--- src/rtl/vote_pkg.sv ---
// Shared voting definitions: candidate count, vote index width, conditioner
// state encoding and one-hot/index helpers.
package vote_pkg;

    localparam int unsigned NUM_CAND  = 4;
    localparam int unsigned VOTE_ID_W = $clog2(NUM_CAND);

    typedef enum logic [2:0] {
        IDLE        = 3'd0,
        DEBOUNCE    = 3'd1,
        HOLD        = 3'd2,
        REJECT_WAIT = 3'd3,
        LOCKOUT     = 3'd4
    } vote_state_t;

    // Index of the highest set bit; callers only pass one-hot vectors.
    function automatic logic [VOTE_ID_W-1:0] onehot_to_idx(input logic [NUM_CAND-1:0] vec);
        logic [VOTE_ID_W-1:0] idx;
        idx = '0;
        for (int i = 0; i < NUM_CAND; i++) begin
            if (vec[i]) begin
                idx = VOTE_ID_W'(i);
            end
        end
        return idx;
    endfunction

    function automatic logic [NUM_CAND-1:0] idx_to_onehot(input logic [VOTE_ID_W-1:0] idx);
        return NUM_CAND'(1) << idx;
    endfunction

endpackage

--- src/rtl/vote_sync2.sv ---
// Per-bit two-flop synchronizer for raw asynchronous inputs.
module vote_sync2 #(
    parameter int unsigned WIDTH = 1
) (
    input  logic             clock,
    input  logic             reset,
    input  logic [WIDTH-1:0] d,
    output logic [WIDTH-1:0] q
);

    logic [WIDTH-1:0] meta;

    always_ff @(posedge clock or posedge reset) begin
        if (reset) begin
            meta <= '0;
            q    <= '0;
        end else begin
            meta <= d;
            q    <= meta;
        end
    end

endmodule

--- src/rtl/vote_input_conditioner.sv ---
// Debounces four candidate buttons into single vote pulses, discarding
// multi-button presses. Define VOTE_LOCKOUT_EN to add post-vote dead time.
module vote_input_conditioner
    import vote_pkg::*;
#(
    parameter int unsigned DEBOUNCE_CYCLES = 16,
    parameter int unsigned LOCKOUT_CYCLES  = 64
) (
    input  logic                 clock,
    input  logic                 reset,
    input  logic                 mode,
    input  logic                 button1,
    input  logic                 button2,
    input  logic                 button3,
    input  logic                 button4,
    output logic                 vote_valid,
    output logic [VOTE_ID_W-1:0] vote_id,
    output logic                 reject,
    output logic                 busy
);

    localparam int unsigned MAX_CYC = (DEBOUNCE_CYCLES > LOCKOUT_CYCLES) ? DEBOUNCE_CYCLES
                                                                         : LOCKOUT_CYCLES;
    localparam int unsigned CNT_W   = $clog2(MAX_CYC + 1);
    localparam logic [CNT_W-1:0] CNT_SAT  = {CNT_W{1'b1}};
    localparam logic [CNT_W-1:0] DEB_LAST = CNT_W'(DEBOUNCE_CYCLES - 1);
`ifdef VOTE_LOCKOUT_EN
    localparam logic [CNT_W-1:0] LOCK_LAST = CNT_W'(LOCKOUT_CYCLES - 1);
`endif

    logic [NUM_CAND-1:0]  raw;
    logic [NUM_CAND-1:0]  synced;
    logic                 any_high;
    logic                 one_high;
    logic                 multi_high;
    logic                 match;

    vote_state_t          state;
    vote_state_t          state_nxt;
    logic [CNT_W-1:0]     cnt;
    logic [CNT_W-1:0]     cnt_nxt;
    logic [VOTE_ID_W-1:0] cap_id;
    logic [VOTE_ID_W-1:0] cap_id_nxt;

    logic                 vote_valid_nxt;
    logic [VOTE_ID_W-1:0] vote_id_nxt;
    logic                 reject_nxt;
    logic                 busy_nxt;

    assign raw = {button4, button3, button2, button1};

    vote_sync2 #(
        .WIDTH (NUM_CAND)
    ) u_sync (
        .clock (clock),
        .reset (reset),
        .d     (raw),
        .q     (synced)
    );

    assign any_high   = |synced;
    assign one_high   = $onehot(synced);
    assign multi_high = any_high && !one_high;
    assign match      = (synced == idx_to_onehot(cap_id));

    // State, counter, captured candidate and registered outputs
    always_ff @(posedge clock or posedge reset) begin
        if (reset) begin
            state      <= IDLE;
            cnt        <= '0;
            cap_id     <= '0;
            vote_valid <= 1'b0;
            vote_id    <= '0;
            reject     <= 1'b0;
            busy       <= 1'b0;
        end else begin
            state      <= state_nxt;
            cnt        <= cnt_nxt;
            cap_id     <= cap_id_nxt;
            vote_valid <= vote_valid_nxt;
            vote_id    <= vote_id_nxt;
            reject     <= reject_nxt;
            busy       <= busy_nxt;
        end
    end

    // Next state; display mode overrides every state
    always_comb begin
        state_nxt  = state;
        cnt_nxt    = cnt;
        cap_id_nxt = cap_id;
        if (mode) begin
            state_nxt = any_high ? REJECT_WAIT : IDLE;
            cnt_nxt   = '0;
        end else begin
            case (state)
                IDLE: begin
                    if (one_high) begin
                        state_nxt  = DEBOUNCE;
                        cap_id_nxt = onehot_to_idx(synced);
                        cnt_nxt    = '0;
                    end else if (multi_high) begin
                        state_nxt = REJECT_WAIT;
                    end
                end
                DEBOUNCE: begin
                    if (match) begin
                        if (cnt == DEB_LAST) begin
                            state_nxt = HOLD;
                        end else if (cnt != CNT_SAT) begin
                            cnt_nxt = cnt + CNT_W'(1);
                        end
                    end else if (!any_high) begin
                        state_nxt = IDLE;
                    end else begin
                        state_nxt = REJECT_WAIT;
                    end
                end
                HOLD: begin
                    if (!any_high) begin
`ifdef VOTE_LOCKOUT_EN
                        state_nxt = LOCKOUT;
                        cnt_nxt   = '0;
`else
                        state_nxt = IDLE;
`endif
                    end
                end
                REJECT_WAIT: begin
                    if (!any_high) begin
                        state_nxt = IDLE;
                    end
                end
`ifdef VOTE_LOCKOUT_EN
                LOCKOUT: begin
                    if (cnt == LOCK_LAST) begin
                        state_nxt = IDLE;
                    end else if (cnt != CNT_SAT) begin
                        cnt_nxt = cnt + CNT_W'(1);
                    end
                end
`endif
                default: begin
                    state_nxt = IDLE;
                end
            endcase
        end
    end

    // Output pulses are decided from the same cycle's conditions, then registered
    always_comb begin
        vote_valid_nxt = 1'b0;
        vote_id_nxt    = '0;
        reject_nxt     = 1'b0;
        busy_nxt       = (state_nxt != IDLE);
        if (!mode) begin
            if (state == DEBOUNCE && match && cnt == DEB_LAST) begin
                vote_valid_nxt = 1'b1;
                vote_id_nxt    = cap_id;
            end
            if ((state == IDLE && multi_high) ||
                (state == DEBOUNCE && !match && any_high)) begin
                reject_nxt = 1'b1;
            end
        end
    end

endmodule

--- config.mk ---
export PLATFORM = sky130hd
export DESIGN_NAME = vote_input_conditioner
export DESIGN_NICKNAME = d
export VERILOG_FILES = /design/src/rtl/vote_pkg.sv /design/src/rtl/vote_sync2.sv /design/src/rtl/vote_input_conditioner.sv
export SDC_FILE = /design/constraint.sdc
export NUM_CORES = 1
export LEC_CHECK = 0
export BUFFER_PORTS_ARGS = -buffer_cell sky130_fd_sc_hd__buf_2
export CORE_MARGIN = 8
export CORE_UTILIZATION = 39
export DETAILED_ROUTE_END_ITERATION = 8
export PLACE_DENSITY = 0.58
export SYNTH_ARGS = -nofsm -noshare
export SYNTH_HDL_FRONTEND = slang
export SYNTH_SLANG_ARGS = --single-unit
--- constraint.sdc ---
create_clock -name clock -period 4.26 [get_ports clock]
set_input_delay 0.213 -clock clock [delete_from_list [all_inputs] [get_ports clock]]
set_output_delay 0.213 -clock clock [all_outputs]
set_load 0.1 [all_outputs]
Word level (Yosys, flattened, before mapping)
Cells that the tools add are included.
Operators by class
  $add $sub $neg: 4
  eq/ne operators: 11
  shift-type cells: 1
  multiplexer cells: 23
  bitwise gates (word level): 1
  reduce and logical (&&, ||, !) cells: 16
Operators by type and width (number)
  $mux W7: 5
  $mux W3: 6
  $pmux W7 S2: 1
  $ne A3 B3 Y1 const B: 4
  $mux W2: 5
  $pmux W3 S3: 1
  $add A7 B1 Y7 const B: 1
  $eq A7 B4 Y1 const B: 1
  $ne A7 B7 Y1 const B: 1
  $eq A3 B1 Y1 const B: 2
  $eq A3 B2 Y1 const B: 2
  $logic_and A1 B1 Y1: 6
  $reduce_bool A3 Y1: 2
  $mux W1: 5
  $reduce_and A5 Y1: 1
  $add A1 B1 Y2: 2
  $eq A4 B4 Y1: 1
  $reduce_or A4 Y1: 1
  $shl A1 B2 Y4 const A: 1
  $add A2 B2 Y3: 1
  $logic_not A3 Y1: 1
  $reduce_and A3 Y1: 1
  $logic_not A1 Y1: 2
  $reduce_or A2 Y1: 1
  2 further kinds: 2
Word-level totals
  flip-flop bits (word level): 25
  output and inout port bits: 5
  word-level logic and storage cells: 65

Longest topological paths before layout
  depth after elaboration: 10
  mapped depth: 10

Modules after synthesis
From an unflattened synthesis, not the netlist that was laid out.
Second synthesis, totals
  cells, all modules: 123
  area total of the unflattened synthesis: 1295.0 µm²
By module, submodules not included
  vote_input_conditioner: instances 1, cells an instance 114, area each 1091.0 µm²
  vote_sync2: instances 1, cells an instance 9, area each 203.9 µm²

Least setup slack after synthesis
Ideal clock, no wire load.
  path kind: register to register
  start: register u_sync.q[0]
  end: register cnt[4]
  library setup time: 78 ps
  data arrival time: 2730 ps
  required time: 4182 ps
  setup slack: 1452 ps
  stages on the path, launching flop included: 11
  period minus slack after synthesis: 2808 ps
  cells stage by stage: dfrtp_1 > inv_1 > fa_1 > inv_1 > ha_1 > ha_1 > or3b_4 > nor4_4 > o22ai_2 > or4_1 > a21boi_1
Between the ends
  longest elaborated chain between the ends: 5
Ends and longest elaborated chain
  start, declared: RTL line vote_sync2.sv:8  | output logic [WIDTH-1:0] q
  start signal, assigned: RTL line vote_sync2.sv:19  | q <= meta;
  $add A1 B1 Y2 (not written as such): RTL line vote_input_conditioner.sv:62  | assign one_high = $onehot(synced);
  $add A2 B2 Y3 (not written as such): RTL line vote_input_conditioner.sv:62
  $eq A3 B1 Y1: RTL line vote_input_conditioner.sv:62
  $ne A3 B3 Y1 (no line)
  $reduce_and A5 Y1 (no line) *
  end signal, assigned: RTL line vote_input_conditioner.sv:78  | cnt <= cnt_nxt;
  end, declared: RTL line vote_input_conditioner.sv:40  | logic [CNT_W-1:0] cnt;
Mark *: on every way between the ends. The rest lies on a longest branch, timed or not.
A chain may end at the register's enable or synchronous reset.

Worst setup path after layout
  start: register u_sync.q[3]
  end: register cnt[4]
The elaborated chain is that of the path after synthesis.

==> flow_metrics.tcl <==
set metrics [dict create \
    status "complete, no violations" \
    synth_area_um2 1290 \
    setup_viol_count_final 0 \
    drtAntennaViolNets 0 \
    synth_most_common_cell "dfrtp_1" \
    numCtsBuffers 3 \
    grt_pass1_vias 904 \
    vdd_drop_max_v 0.000146 \
    cts_tree "built" \
    async_reset_ff_frac 1.00 \
    antenna_found_initial 0 \
    yosys-top-cells-count "25 x dfrtp_1, 10 x nor2_1, 7 x a21oi_1, 7 x inv_1, 6 x nand2_1" \
    synth.distinct_cells 44 \
    grt_overflow 0 \
    ctsResizeCount 0 \
    rsz0062_at_grt "no" \
    grt_first_pass_wirelength_um 4090 \
    dr.pass1.iters 6 \
    first_iter_violations 46 \
    start_kind "flip-flop" \
    finalClockSkew_ps 5.51 \
    comb_power_share 0.173 \
    layout.cells.non_filler 185 \
    coreArea_um2 3260 \
    worstPathArrival_ps 3320 \
    p_per_area_nw_per_um2 317 \
    maxCapViolCount 0 \
    yosys_warnings 0 \
    fp.dieH_um 73.5 \
    path_max_fanout 7 \
    cts_root_buf "clkbuf_4" \
    netlist_top_cells_area "dfrtp_1 48%, ha_1 3.9%, nor2_1 2.9%, nor3b_1 2.9%, a21oi_1 2.7%" \
    ys_seq_area_frac 0.484 \
    dp_hpwl_um 1740 \
    io_pins 12 \
    cp-end-kind "flip-flop" \
    critical_path_buf_inv_count 2 \
    max_freq_mhz 327 \
    dieArea_um2 5410 \
    internal_power_w 0.000321 \
    cp_slowest_cell "fa_1" \
    track_usage 0.0975 \
    switchingPower_w 0.000141 \
    cp_top_family "simple AND/OR/NAND/NOR gates" \
    crit_chain "inv_1, fa_1, inv_1, ha_1, ha_1, or3b_4, nor4_4, o22ai_2, or4_1, a21boi_1" \
    viasPerCell 5.11 \
    post-cts-setup-buffers 0 \
    synthDominantCellAreaShare 0.484 \
    ys_dominant_reg_cell "dfrtp_1" \
    path_clk_slew_ps 140 \
    fin_crit_ps 3060 \
    syn_inst 123 \
    finalPower_w 0.000462 \
    worst_hold_path_type "primary input to asynchronous set/reset pin" \
    relSlewSlack 0.401 \
    tns_ps 0 \
    fin_ws_ps 1200 \
    p_sw_frac 0.306 \
    diodes 0 \
    synth_fp_nets 135 \
    grt_max_degree 26 \
    start_util 0.396 \
    final_area_um2 1460 \
    synth_top_cell_by_area "dfrtp_1" \
    p_leak_nw 0.617 \
    final_layout_size_suffix_gt1_frac 0.151 \
    pwr-share-clk 0.242 \
    fp-row-count 21 \
    clockBufferDepth 2 \
    die_x_um 73.5 \
    nNetsFinal 152 \
    cp.required_ps 4530 \
    route.detailed.drc 0 \
    fillerInstances 332 \
    ys_seq_elements 25 \
    tightest_slew_ps 898 \
    gp_congestion 0.831 \
    crit_type "flip-flop to flip-flop" \
    clkSinkCount 25 \
    place_ws_ps 1220 \
    placed_cells 177 \
    slew_violations 0 \
    cts_max_level 1 \
    finalCritPeriodShare 0.718 \
    hold_viol 0 \
    routedWlPerCell_um 12.5 \
    synth_edf_count 0 \
    seqPwrFrac 0.585 \
    route.vias.total 945 \
    flow.area_growth_from_synthesis_pct 12.7 \
    wirelength_um 2310 \
    port_buffers 11 \
    holdBufCountCts 4 \
    clock_latency_ps 330 \
    avgSynthCellArea_um2 10.5 \
    cpPeakStageDelay_ps 490 \
    post_dp_cell_area_um2 1390 \
]
==> metrics by stage <==
| stage | hold slack, ps | util |
|---|---|---|
| CTS | 82.1 | 0.447 |
| floorplan | 240 | - |
| detailed placement | 323 | 0.425 |
| global placement | 321 | 0.425 |
| global route | 148 | 0.447 |
| finish | 44.5 | 0.447 |
==> cell type report <==
cell class	instances	area, um^2	area share
tap	46	57.6	0.0396
multi-input combinational	88	621	0.426
sequential	25	626	0.430
clock buffer	3	22.5	0.0155
timing repair buffer	15	95.1	0.0653
clock inverter	1	7.51	0.00516
inverter	7	26.3	0.0181
==> power by group through the flow <==
stage	clock network [W]	registers [W]	logic, W
finish	0.000112	0.000270	0.0000799
global route	0.000127	0.000275	0.0000916
CTS	0.000118	0.000271	0.0000806
detailed placement	0	0.000275	0.0000776
global placement	0	0.000276	0.0000770
floorplan	0	0.000276	0.0000595
==> per-layer routing <==
layer  vias up  global-route usage  part of all wire
met2        22               0.152              0.43
met3         5              0.0177             0.037
met4         0              0.0532             0.024
met1       440               0.124              0.51
met5         -                   0                 0
li1        478                   -                 -
==> kinds of logic after synthesis <==
logic type,Yosys count,synth area share
AO/OA/AOI/OAI,31,0.165
adder cells (fa/ha/maj),5,0.0543
buffers and inverters,10,0.0349
flip-flops,25,0.484
multiplexers,3,0.0233
other,1,0.00290
AND/OR/NAND/NOR,48,0.235
==> placed cells by master, fill, tap and decap left out, types with 2 or more instances in the layout <==
| cell | count |
|---|---|
| dfrtp_1 | 25 |
| o21a_1 | 4 |
| a21o_1 | 2 |
| inv_1 | 7 |
| or3b_1 | 2 |
| o31ai_1 | 2 |
| or3_1 | 4 |
| ha_1 | 4 |
| nor2b_1 | 2 |
| clkbuf_4 | 3 |
| buf_2 | 11 |
| nor2_1 | 10 |
| nor3b_1 | 5 |
| o21ai_0 | 4 |
| mux2i_1 | 3 |
| a21oi_1 | 7 |
| nor3_1 | 2 |
| nand3_1 | 3 |
| dlygate4sd3_1 | 4 |
| nand2_1 | 6 |
| and2_1 | 2 |
| or4_1 | 3 |
==> worst paths after layout <==
check                                          from               endpoint  slack [ps]  cells after the start
setup reg to reg              u_sync.q[3]$_DFF_PP0_     cnt[4]$_DFFE_PP0P_        1200                     10
min in group clock                             mode     cnt[1]$_DFFE_PP0P_         200                      2
hold / removal                                reset  u_sync.q[2]$_DFF_PP0_          40                      2
max in group asynchronous                     reset     cnt[4]$_DFFE_PP0P_        3660                      2
hold reg to reg            u_sync.meta[2]$_DFF_PP0_  u_sync.q[2]$_DFF_PP0_         370                      0
setup / recovery              u_sync.q[3]$_DFF_PP0_     cnt[4]$_DFFE_PP0P_        1200                     10
==> worst reg2reg max path, stage by stage (launching register included) <==
cell	delay (ps)
dfrtp_1	450
inv_1	100
fa_1	490
inv_1	40
ha_1	170
ha_1	260
or3b_4	430
nor4_4	300
o22ai_2	170
or4_1	430
a21boi_1	150
==> registers in the layout, summed over array words and instances (netlist names) <==
signal	count
reject	1
vote_id	2
busy	1
vote_valid	1
u_sync.q	4
state	3
cap_id	2
u_sync.meta	4
cnt	7
(Power assumes the default switching activity.)
